$ cat src/rtl/hazard_ctrl.sv
// Hazard controller for the five-stage core: per-stage stall/flush enables,
// next-PC redirect (deferred while a fetch is in flight) and a stall-cycle counter.
module hazard_ctrl #(
    parameter int STALL_CNT_W = 32
) (
    input  logic                   clk,
    input  logic                   reset,
    input  logic [4:0]             ra1_d,
    input  logic [4:0]             ra2_d,
    input  logic                   use1_d,
    input  logic                   use2_d,
    input  logic                   ld_e,
    input  logic [4:0]             ld_dst_e,
    input  logic                   jump_d,
    input  logic [63:0]            pcsrc_d,
    input  logic                   ireq,
    input  logic                   idone,
    input  logic                   dreq,
    input  logic                   ddone,
    output logic                   stall_f,
    output logic                   stall_d,
    output logic                   stall_e,
    output logic                   stall_m,
    output logic                   flush_d,
    output logic                   flush_e,
    output logic                   flush_w,
    output logic                   pc_redirect,
    output logic [63:0]            pc_target,
    output logic [STALL_CNT_W-1:0] stall_cycles
);

    typedef enum logic [0:0] {
        RUN        = 1'b0,
        REDIR_PEND = 1'b1
    } state_t;

    state_t                   state_q, state_d;
    logic [63:0]              pend_tgt_q, pend_tgt_d;
    logic                     ifetched_q, ifetched_d;
    logic [STALL_CNT_W-1:0]   stall_cycles_q, stall_cycles_d;

    logic        dwait_s, lu_s, iwait_s;
    logic        stall_f_s, stall_d_s, stall_e_s, stall_m_s;
    logic        flush_d_s, flush_e_s, flush_w_s, pc_redirect_s;
    logic [63:0] pc_target_s;

    assign dwait_s = dreq & ~ddone;
    assign iwait_s = ireq & ~idone;
    assign lu_s    = ld_e & (ld_dst_e != 5'd0) &
                     ((use1_d & (ra1_d == ld_dst_e)) | (use2_d & (ra2_d == ld_dst_e)));

    // Prioritised hazard decode and next-state for the redirect FSM
    always_comb begin
        stall_f_s     = 1'b0;
        stall_d_s     = 1'b0;
        stall_e_s     = 1'b0;
        stall_m_s     = 1'b0;
        flush_d_s     = 1'b0;
        flush_e_s     = 1'b0;
        flush_w_s     = 1'b0;
        pc_redirect_s = 1'b0;
        pc_target_s   = 64'h0;
        state_d       = state_q;
        pend_tgt_d    = pend_tgt_q;
        ifetched_d    = ifetched_q;
        case (state_q)
            RUN: begin
                if (dwait_s) begin
                    stall_f_s = 1'b1;
                    stall_d_s = 1'b1;
                    stall_e_s = 1'b1;
                    stall_m_s = 1'b1;
                    flush_w_s = 1'b1;
                end else if (lu_s) begin
                    stall_f_s = 1'b1;
                    stall_d_s = 1'b1;
                    flush_e_s = 1'b1;
                end else if (jump_d) begin
                    if (iwait_s) begin
                        // Fetch still busy: park the target, keep bubbling Decode
                        pend_tgt_d = pcsrc_d;
                        state_d    = REDIR_PEND;
                        ifetched_d = 1'b0;
                        stall_f_s  = 1'b1;
                        flush_d_s  = 1'b1;
                    end else begin
                        pc_redirect_s = 1'b1;
                        pc_target_s   = pcsrc_d;
                        flush_d_s     = 1'b1;
                    end
                end else if (iwait_s) begin
                    stall_f_s = 1'b1;
                    flush_d_s = 1'b1;
                end else begin
                    stall_f_s = 1'b0;
                end
            end
            REDIR_PEND: begin
                if (dwait_s) begin
                    stall_f_s = 1'b1;
                    stall_d_s = 1'b1;
                    stall_e_s = 1'b1;
                    stall_m_s = 1'b1;
                    flush_w_s = 1'b1;
                    // Remember a completed fetch so the redirect fires after the dbus wait
                    if (idone) begin
                        ifetched_d = 1'b1;
                    end else begin
                        ifetched_d = ifetched_q;
                    end
                end else if (idone || ifetched_q) begin
                    flush_d_s     = 1'b1;
                    pc_redirect_s = 1'b1;
                    pc_target_s   = pend_tgt_q;
                    state_d       = RUN;
                    ifetched_d    = 1'b0;
                end else if (iwait_s) begin
                    stall_f_s = 1'b1;
                    flush_d_s = 1'b1;
                end else begin
                    stall_f_s = 1'b0;
                end
            end
            default: begin
                state_d    = RUN;
                ifetched_d = 1'b0;
            end
        endcase
    end

    // Saturating stall-cycle counter next value
    always_comb begin
        stall_cycles_d = stall_cycles_q;
        if (stall_f_s && (stall_cycles_q != {STALL_CNT_W{1'b1}})) begin
            stall_cycles_d = stall_cycles_q + {{(STALL_CNT_W-1){1'b0}}, 1'b1};
        end else begin
            stall_cycles_d = stall_cycles_q;
        end
    end

    // State, pending target, fetch-seen flag and counter registers
    always_ff @(posedge clk or negedge reset) begin
        if (!reset) begin
            state_q        <= RUN;
            pend_tgt_q     <= 64'h0;
            ifetched_q     <= 1'b0;
            stall_cycles_q <= {STALL_CNT_W{1'b0}};
        end else begin
            state_q        <= state_d;
            pend_tgt_q     <= pend_tgt_d;
            ifetched_q     <= ifetched_d;
            stall_cycles_q <= stall_cycles_d;
        end
    end

    assign stall_f      = stall_f_s;
    assign stall_d      = stall_d_s;
    assign stall_e      = stall_e_s;
    assign stall_m      = stall_m_s;
    assign flush_d      = flush_d_s;
    assign flush_e      = flush_e_s;
    assign flush_w      = flush_w_s;
    assign pc_redirect  = pc_redirect_s;
    assign pc_target    = pc_target_s;
    assign stall_cycles = stall_cycles_q;

endmodule

$ cat config.mk
export PLATFORM = sky130hd
export DESIGN_NAME = hazard_ctrl
export DESIGN_NICKNAME = d
export VERILOG_FILES = /design/src/rtl/hazard_ctrl.sv
export SDC_FILE = /design/constraint.sdc
export NUM_CORES = 1
export LEC_CHECK = 0
export ABC_AREA = 1
export CORE_ASPECT_RATIO = 0.9
export CORE_UTILIZATION = 50
export CTS_BUF_LIST = sky130_fd_sc_hd__clkbuf_16
export DETAILED_ROUTE_END_ITERATION = 7
export PLACE_DENSITY = 0.87
export SETUP_SLACK_MARGIN = 0.1
export SLEW_MARGIN = 25
export SYNTH_ARGS = -nofsm -noshare
export SYNTH_HDL_FRONTEND = slang
export SYNTH_SLANG_ARGS = --single-unit
$ cat constraint.sdc
create_clock -name clk -period 4.7 [get_ports clk]
set_input_delay 0.705 -clock clk [delete_from_list [all_inputs] [get_ports clk]]
set_output_delay 0.705 -clock clk [all_outputs]
set_load 0.05 [all_outputs]
==> run summary, run 1 <==
Chip Width: 114.2 um
Critical Path Max Stage Delay: 0.82 ns
Clk Latency, worst-skew pair: 0.34 ns
met3 Use GR: 7.055%
Synth Warn #: 0
worst path cell trace: clkdlybuf4s50_1, nor3_1, nand3_1, nand2_1, inv_1, nand2_1, nand2_1, inv_1, nand3_2, o21ai_1, clkdlybuf4s50_1
DRC violations left: 0
Max Cap Viol: 0
Syn Area/Cell: 7.063 um2
Overall Power: 2.679 mW
final cell count without fillers: 1127
Worst Path Arrival: 3.22 ns
ratio of total power to cell area: 344.2 nW/um2
final setup margin: 0.7788 ns
# H-tree levels: 3
#FFs+latches synth: 98
gr busiest metal: met2
Syn Inst Count: 802
GP Congestion: 0.9234
top-count cell post-synth: nand2_1
Post-Synthesis Cell Area: 5664 um2
status: finished, final reports clean
# fillers: 920
register area share after synthesis: 43.30%
placed inst area: 7468 um2
CTS tree: built
Netlist cell types: 31
num rows: 36
largest net degree at the start of global routing: 71
routing usage on met2: 43.26%
Worst slew margin: 44.06%
First-pass DRT Iterations: 6
Overflow after GRT: 0
Finished Cell Area: 7784 um2
fin. max-slew vios: 0
Synth area leaders: dfrtp_1 (43%), nand2_1 (19%), o21ai_0 (12%)
area of the multi-input gates: 2623 um2
FF/Latch Area: 2452 um2
final setup fails: 0
Wirelength per Cell: 13.41 um
core area: 10950 um2
post-synth top area share: 43.30%
top_reg_cell synth: dfrtp_1
kind of critical path: input pin to primary output
drt total wl: 15110 um
maximum fanout along the worst path: 20
Setup WS pre-CTS: 0.7818 ns
I/O pins: 193
Hold Buf Count CTS: 0
worst hold path type: input pin to async pin
Post-Route Setup TNS: 0 ns
Hold Fails Final Rpt: 0
Num CTS Buffers: 9
CTS sink count: 98
delay-heaviest family, CP: buffers and inverters
hpwl dp: 10970 um
Post-synth EDFFs: 0
crit share post-route: 83.43%
Root Driver: clkbuf_16
Worst setup EP type: primary output
first-pass GRT wire length: 24570 um
Post-synth top cells: nand2_1 (280), o21ai_0 (131), inv_1 (102)
Worst setup SP type: input pin
Critical Path RT: 3.99 ns
initial antenna violation count: 0
Post-CTS Setup Bufs: 0
share of post-route cells with drive strength above 1: 10.15%
FF-to-FF setup slack: 2.12 ns
Max Clock Skew: 0.01153 ns
DIE AREA: 11760 um2
syn_nets: 892
placed insts: 1112
most frequent CP cell: nand2_1
DR iter-0 viols: 427
Slew @ Worst Pin: 0.8391 ns
P_leak: 3.944 nW
Area Overhead vs Synth: 37.42%
RSZ-0062 raised after global routing: false
post_cts resized: 0
Async SR Flop Fraction: 100.0%
Reg clk slew, reported paths: 0.06 ns
Die Span Y: 103.0 um
worst vdd ir: 0.2150 mV
crit path time final: 3.921 ns
# nets final: 1061
Routed Antenna Nets: 0
vias per cell: 5.000
Max clock buf depth: 2
GR Util All Layers: 26.84%
post-synth top area cell: dfrtp_1
initial core utilization: 51.75%
Fmax: 0.2550 GHz
Diodes inserted: 0
CP bufs+invs: 4
number of global-route vias before repair: 5025
met1 Resource Use GR: 35.97%
Worst path slowest cell: clkdlybuf4s50_1
vias: 5635
Port-buffer cells: 192
==> placed cells by master (no fill, tap or decap), drive strengths merged <==
cell type	synthesis	routed
bufinv	0	2
nand3	47	47
a221oi	1	1
clkdlybuf4s50	0	127
nor3	14	14
clkinv	0	2
o21ai	132	132
nor4	1	1
nand2	282	282
nor2	41	41
a21oi	1	1
nand3b	4	4
ha	1	1
clkinvlp	0	1
inv	105	106
dfrtp	98	98
nor3b	1	1
xnor2	10	10
xor2	17	17
nand4	7	7
buf	27	70
a22o	1	1
clkbuf	12	9
==> power by group <==
part	internal (mW)	total, mW	switching (mW)
logic	0.278	0.797	0.519
registers	0.997	1.10	0.103
clock network	0.465	0.782	0.317
total	1.74	2.68	0.939
==> area by class of cell <==
type | instances | share of cell area [%]
Clock inverter | 6 | 1.157
Multi-Input combinational cell | 560 | 33.69
Timing Repair Buffer | 197 | 23.24
Clock buffer | 9 | 2.893
Inverter | 105 | 5.063
Tap cell | 152 | 2.443
Sequential cell | 98 | 31.51
==> final timing paths <==
kind	startpoint	end	cells past startpoint
setup / recovery	ld_dst_e[2]	pc_redirect	11
hold reg to reg	pend_tgt_q[46]$_DFFE_PN0P_	pend_tgt_q[46]$_DFFE_PN0P_	2
setup reg to reg	stall_cycles[0]$_DFFE_PN0P_	stall_cycles[6]$_DFFE_PN0P_	10
max in group asynchronous	reset	pend_tgt_q[0]$_DFFE_PN0P_	2
min in group clk	pend_tgt_q[46]$_DFFE_PN0P_	pend_tgt_q[46]$_DFFE_PN0P_	2
hold / removal	reset	stall_cycles[16]$_DFFE_PN0P_	1
==> worst register-to-register path, delay by kind of cell, from the launching register on <==
kind | cells | cell delay [ns]
fa+ha+maj | 1 | 0.26
flops | 1 | 0.43
simple gates | 9 | 1.83
==> kinds of logic (layout without fill, tap and decap cells) <==
| family | count (synthesis) | after routing | share of synthesized area, % |
|---|---|---|---|
| adders and majority gates | 1 | 1 | 0.2209 |
| and+or+nand+nor | 397 | 397 | 29.40 |
| AOI/OAI and AO/OA | 135 | 135 | 12.06 |
| xor gates and xnor gates | 27 | 27 | 4.175 |
| buffers and inverters | 144 | 317 | 10.85 |
| DFF | 98 | 98 | 43.30 |
==> per-stage QoR <==
stage | hold WS (ns) | util (%)
6_report | 0.4627 | 71.11
5_1_grt | 0.5070 | 71.11
4_1_cts | 0.4911 | 71.11
3_5_place_dp | 0.4737 | 68.23
3_3_place_gp | 0.4669 | 68.23
2_1_floorplan | 0.4094 | -
==> sequential cells by signal (all words and copies together), names as in the netlist <==
| signal | count |
|---|---|
| pend_tgt_q | 64 |
| stall_cycles | 32 |
| ifetched_q | 1 |
| state_q | 1 |
==> metal layers <==
layer	share of wire, %	wire, um	vias up
met5	0	0	-
met4	1.6	242	0
met3	6.9	1040	16
met2	47	7101	192
met1	45	6728	2570
li1	-	-	2857
Note: power is estimated with default switching activity, not from simulation.
==> run 2, diff against run 1 <==
--- a/config.mk
+++ b/config.mk
@@ -7,10 +7,10 @@
 export LEC_CHECK = 0
 export ABC_AREA = 1
 export CORE_ASPECT_RATIO = 0.9
-export CORE_UTILIZATION = 50
+export CORE_UTILIZATION = 46
 export CTS_BUF_LIST = sky130_fd_sc_hd__clkbuf_16
 export DETAILED_ROUTE_END_ITERATION = 7
-export PLACE_DENSITY = 0.87
+export PLACE_DENSITY = 0.81
 export SETUP_SLACK_MARGIN = 0.1
 export SLEW_MARGIN = 25
 export SYNTH_ARGS = -nofsm -noshare
==> constraint.sdc (replaced) <==
create_clock -name clk -period 3.74 [get_ports clk]
set_input_delay 0.561 -clock clk [delete_from_list [all_inputs] [get_ports clk]]
set_output_delay 0.561 -clock clk [all_outputs]
set_load 0.05 [all_outputs]
==> run 2 against run 1 <==
Net effect:
- wire length rose by 7.7%
- clock skew fell by 0.0065 ns
- worst hold slack got worse by 0.25 ns
- core utilization rose by 0.72 points
- total power rose by 31%
- worst setup slack got worse by 0.43 ns
- die area rose by 8.5%
==> run summary, run 2 (synthesized netlist as in run 1, its figures left out) <==
Overflow after GRT: 0 (unchanged)
DIE AREA: 12760 um2 (+8.5%)
post_cts resized: 0 (unchanged)
delay-heaviest family, CP: buffers and inverters
worst path cell trace: clkdlybuf4s50_1, nand2_1, nand2_1, nor2_1, nand3_1, nand2_1, nand2_1, nand2_1, inv_1, nand3_4, buf_12, o21ai_0, buf_12
num rows: 38 (+5.6%)
FF-to-FF setup slack: 1.18 ns (-0.94 ns)
most common cell after layout, fill and taps aside: nand2_1
hold_ws: 0.2094 ns (-0.2533 ns)
Routed Antenna Nets: 0 (unchanged)
Die Span Y: 107.3 um (+4.2%)
Biggest register: pend_tgt_q
I/O pins: 193 (unchanged)
# fillers: 912 (-0.87%)
Wirelength per Cell: 14.28 um (+6.5%)
DR iter-0 viols: 439 (+2.8%)
drt total wl: 16280 um (+7.7%)
share of post-route cells with drive strength above 1: 10.82% (+0.66 points)
Slew @ Worst Pin: 0.5776 ns (-0.2615 ns)
Area Overhead vs Synth: 52.55%
first-pass GRT wire length: 26940 um (+9.7%)
most frequent CP cell: nand2_1
Worst setup EP type: primary output
Critical Path Max Stage Delay: 0.54 ns (-0.28 ns)
max reg flops: 64 (unchanged)
status: finished, final reports clean
CTS tree: built
Hold Buf Count CTS: 0 (unchanged)
final setup fails: 0 (unchanged)
Max Clock Skew: 0.004996 ns (-0.006536 ns)
crit share post-route: 90.68%
maximum fanout along the worst path: 38 (+90%)
fin. max-slew vios: 0 (unchanged)
RSZ-0062 raised after global routing: false
reg2reg path depth: 10 (unchanged)
Worst R2R Start: stall_cycles[0]$_DFFE_PN0P_
Worst path depth: 13 (+2)
worst vdd ir: 0.2274 mV (+5.8%)
# nets final: 1065 (+0.38%)
Critical Path RT: 3.18 ns (-0.81 ns)
Fmax: 0.2949 GHz
Critical path origin: ld_dst_e[4]
Chip Width: 119.0 um (+4.2%)
Port-buffer cells: 192 (unchanged)
Root Driver: clkbuf_16
kind of critical path: input pin to primary output
worst hold path type: input pin to async pin
Max Cap Viol: 0 (unchanged)
initial antenna violation count: 0 (unchanged)
Worst path slowest cell: clkdlybuf4s50_1
Post-Route Setup TNS: 0 ns (unchanged)
CTS sink count: 98 (unchanged)
largest net degree at the start of global routing: 114 (+61%)
Post-CTS Setup Bufs: 0 (unchanged)
# H-tree levels: 3 (unchanged)
vias per cell: 5.047 (+0.95%)
Num CTS Buffers: 9 (unchanged)
initial core utilization: 47.09% (-4.7 points)
most frequent cells in the layout: nand2_1 (280), o21ai_0 (131), clkdlybuf4s50_1 (124)
P_leak: 4.181 nW (+6.0%)
Setup crit end: pc_target[30]
Hold Fails Final Rpt: 0 (unchanged)
CP bufs+invs: 4 (unchanged)
ratio of total power to cell area: 406.6 nW/um2 (+18%)
Worst slew margin: 61.20% (+17 points)
GP Congestion: 0.9385 (+1.6%)
DRC violations left: 0 (unchanged)
GR Util All Layers: 26.64% (-0.20 points)
crit path time final: 3.391 ns
hpwl dp: 12160 um (+11%)
Worst setup SP type: input pin
Worst Path Arrival: 2.83 ns (-0.39 ns)
Diodes inserted: 0 (unchanged)
number of global-route vias before repair: 5512 (+9.7%)
worst reg2reg endpoint: stall_cycles[8]$_DFFE_PN0P_
vias: 5754 (+2.1%)
Clk Latency, worst-skew pair: 0.34 ns (about the same)
Max clock buf depth: 2 (unchanged)
Reg clk slew, reported paths: 0.07 ns (about the same)
First-pass DRT Iterations: 5 (-1)
core area: 12030 um2 (+9.9%)
-- run 2: report_power, final --
part	leakage [nW]	switching [mW]	internal (mW)	total, mW
logic	2.76	0.696	0.506	1.20
clock network	0.147	0.407	0.519	0.926
registers	1.27	0.133	1.25	1.39
-- run 2: worst min-delay path by stage --
stage,to,slack (ns),cells after the start
floorplan,ifetched_q$_DFFE_PN0P_,0.27,0
global placement,pend_tgt_q[8]$_DFFE_PN0P_,0.47,2
detailed placement,pend_tgt_q[63]$_DFFE_PN0P_,0.47,2
CTS,stall_cycles[14]$_DFFE_PN0P_,0.23,1
global route,stall_cycles[14]$_DFFE_PN0P_,0.26,1
finish,stall_cycles[14]$_DFFE_PN0P_,0.21,1
-- run 2: worst register-to-register path: cells and delay by family (launching register included) --
kind,cells,cell delay [ns]
adders and majority gates,1,0.25
DFF,1,0.42
and+or+nand+nor,9,1.84
-- run 2: layout make-up --
| cell class | instances | area [um2] | share of cell area, % |
|---|---|---|---|
| Timing Repair Buffer | 201 | 2670 | 30.90 |
| Multi-Input combinational cell | 560 | 2630 | 30.44 |
| Sequential cell | 98 | 2452 | 28.38 |
| Inverter | 105 | 394.1 | 4.561 |
| Clock buffer | 9 | 225.2 | 2.606 |
| Tap cell | 160 | 200.2 | 2.317 |
| Clock inverter | 7 | 68.82 | 0.7964 |
-- run 2: through the flow --
step	instances	power, mW	util, %	setup slack [ns]	area (um2)
3_5_place_dp	1124	2.606	69.33	0.2542	8339
6_report	1140	3.514	71.83	0.3487	8641
5_1_grt	1140	3.688	71.83	0.1900	8641
3_3_place_gp	1124	2.574	69.33	0.3144	8339
2_1_floorplan	802	2.046	-	0.6047	5664
4_1_cts	1140	3.542	71.77	0.2258	8633
-- run 2: routing by layer --
metal	up-vias	GRT usage, %	share of wire, %
li1	2850	-	-
met1	2684	35.23	45
met2	194	43.94	46
met3	26	5.720	6.1
met4	0	8.047	2.1
met5	-	0	0
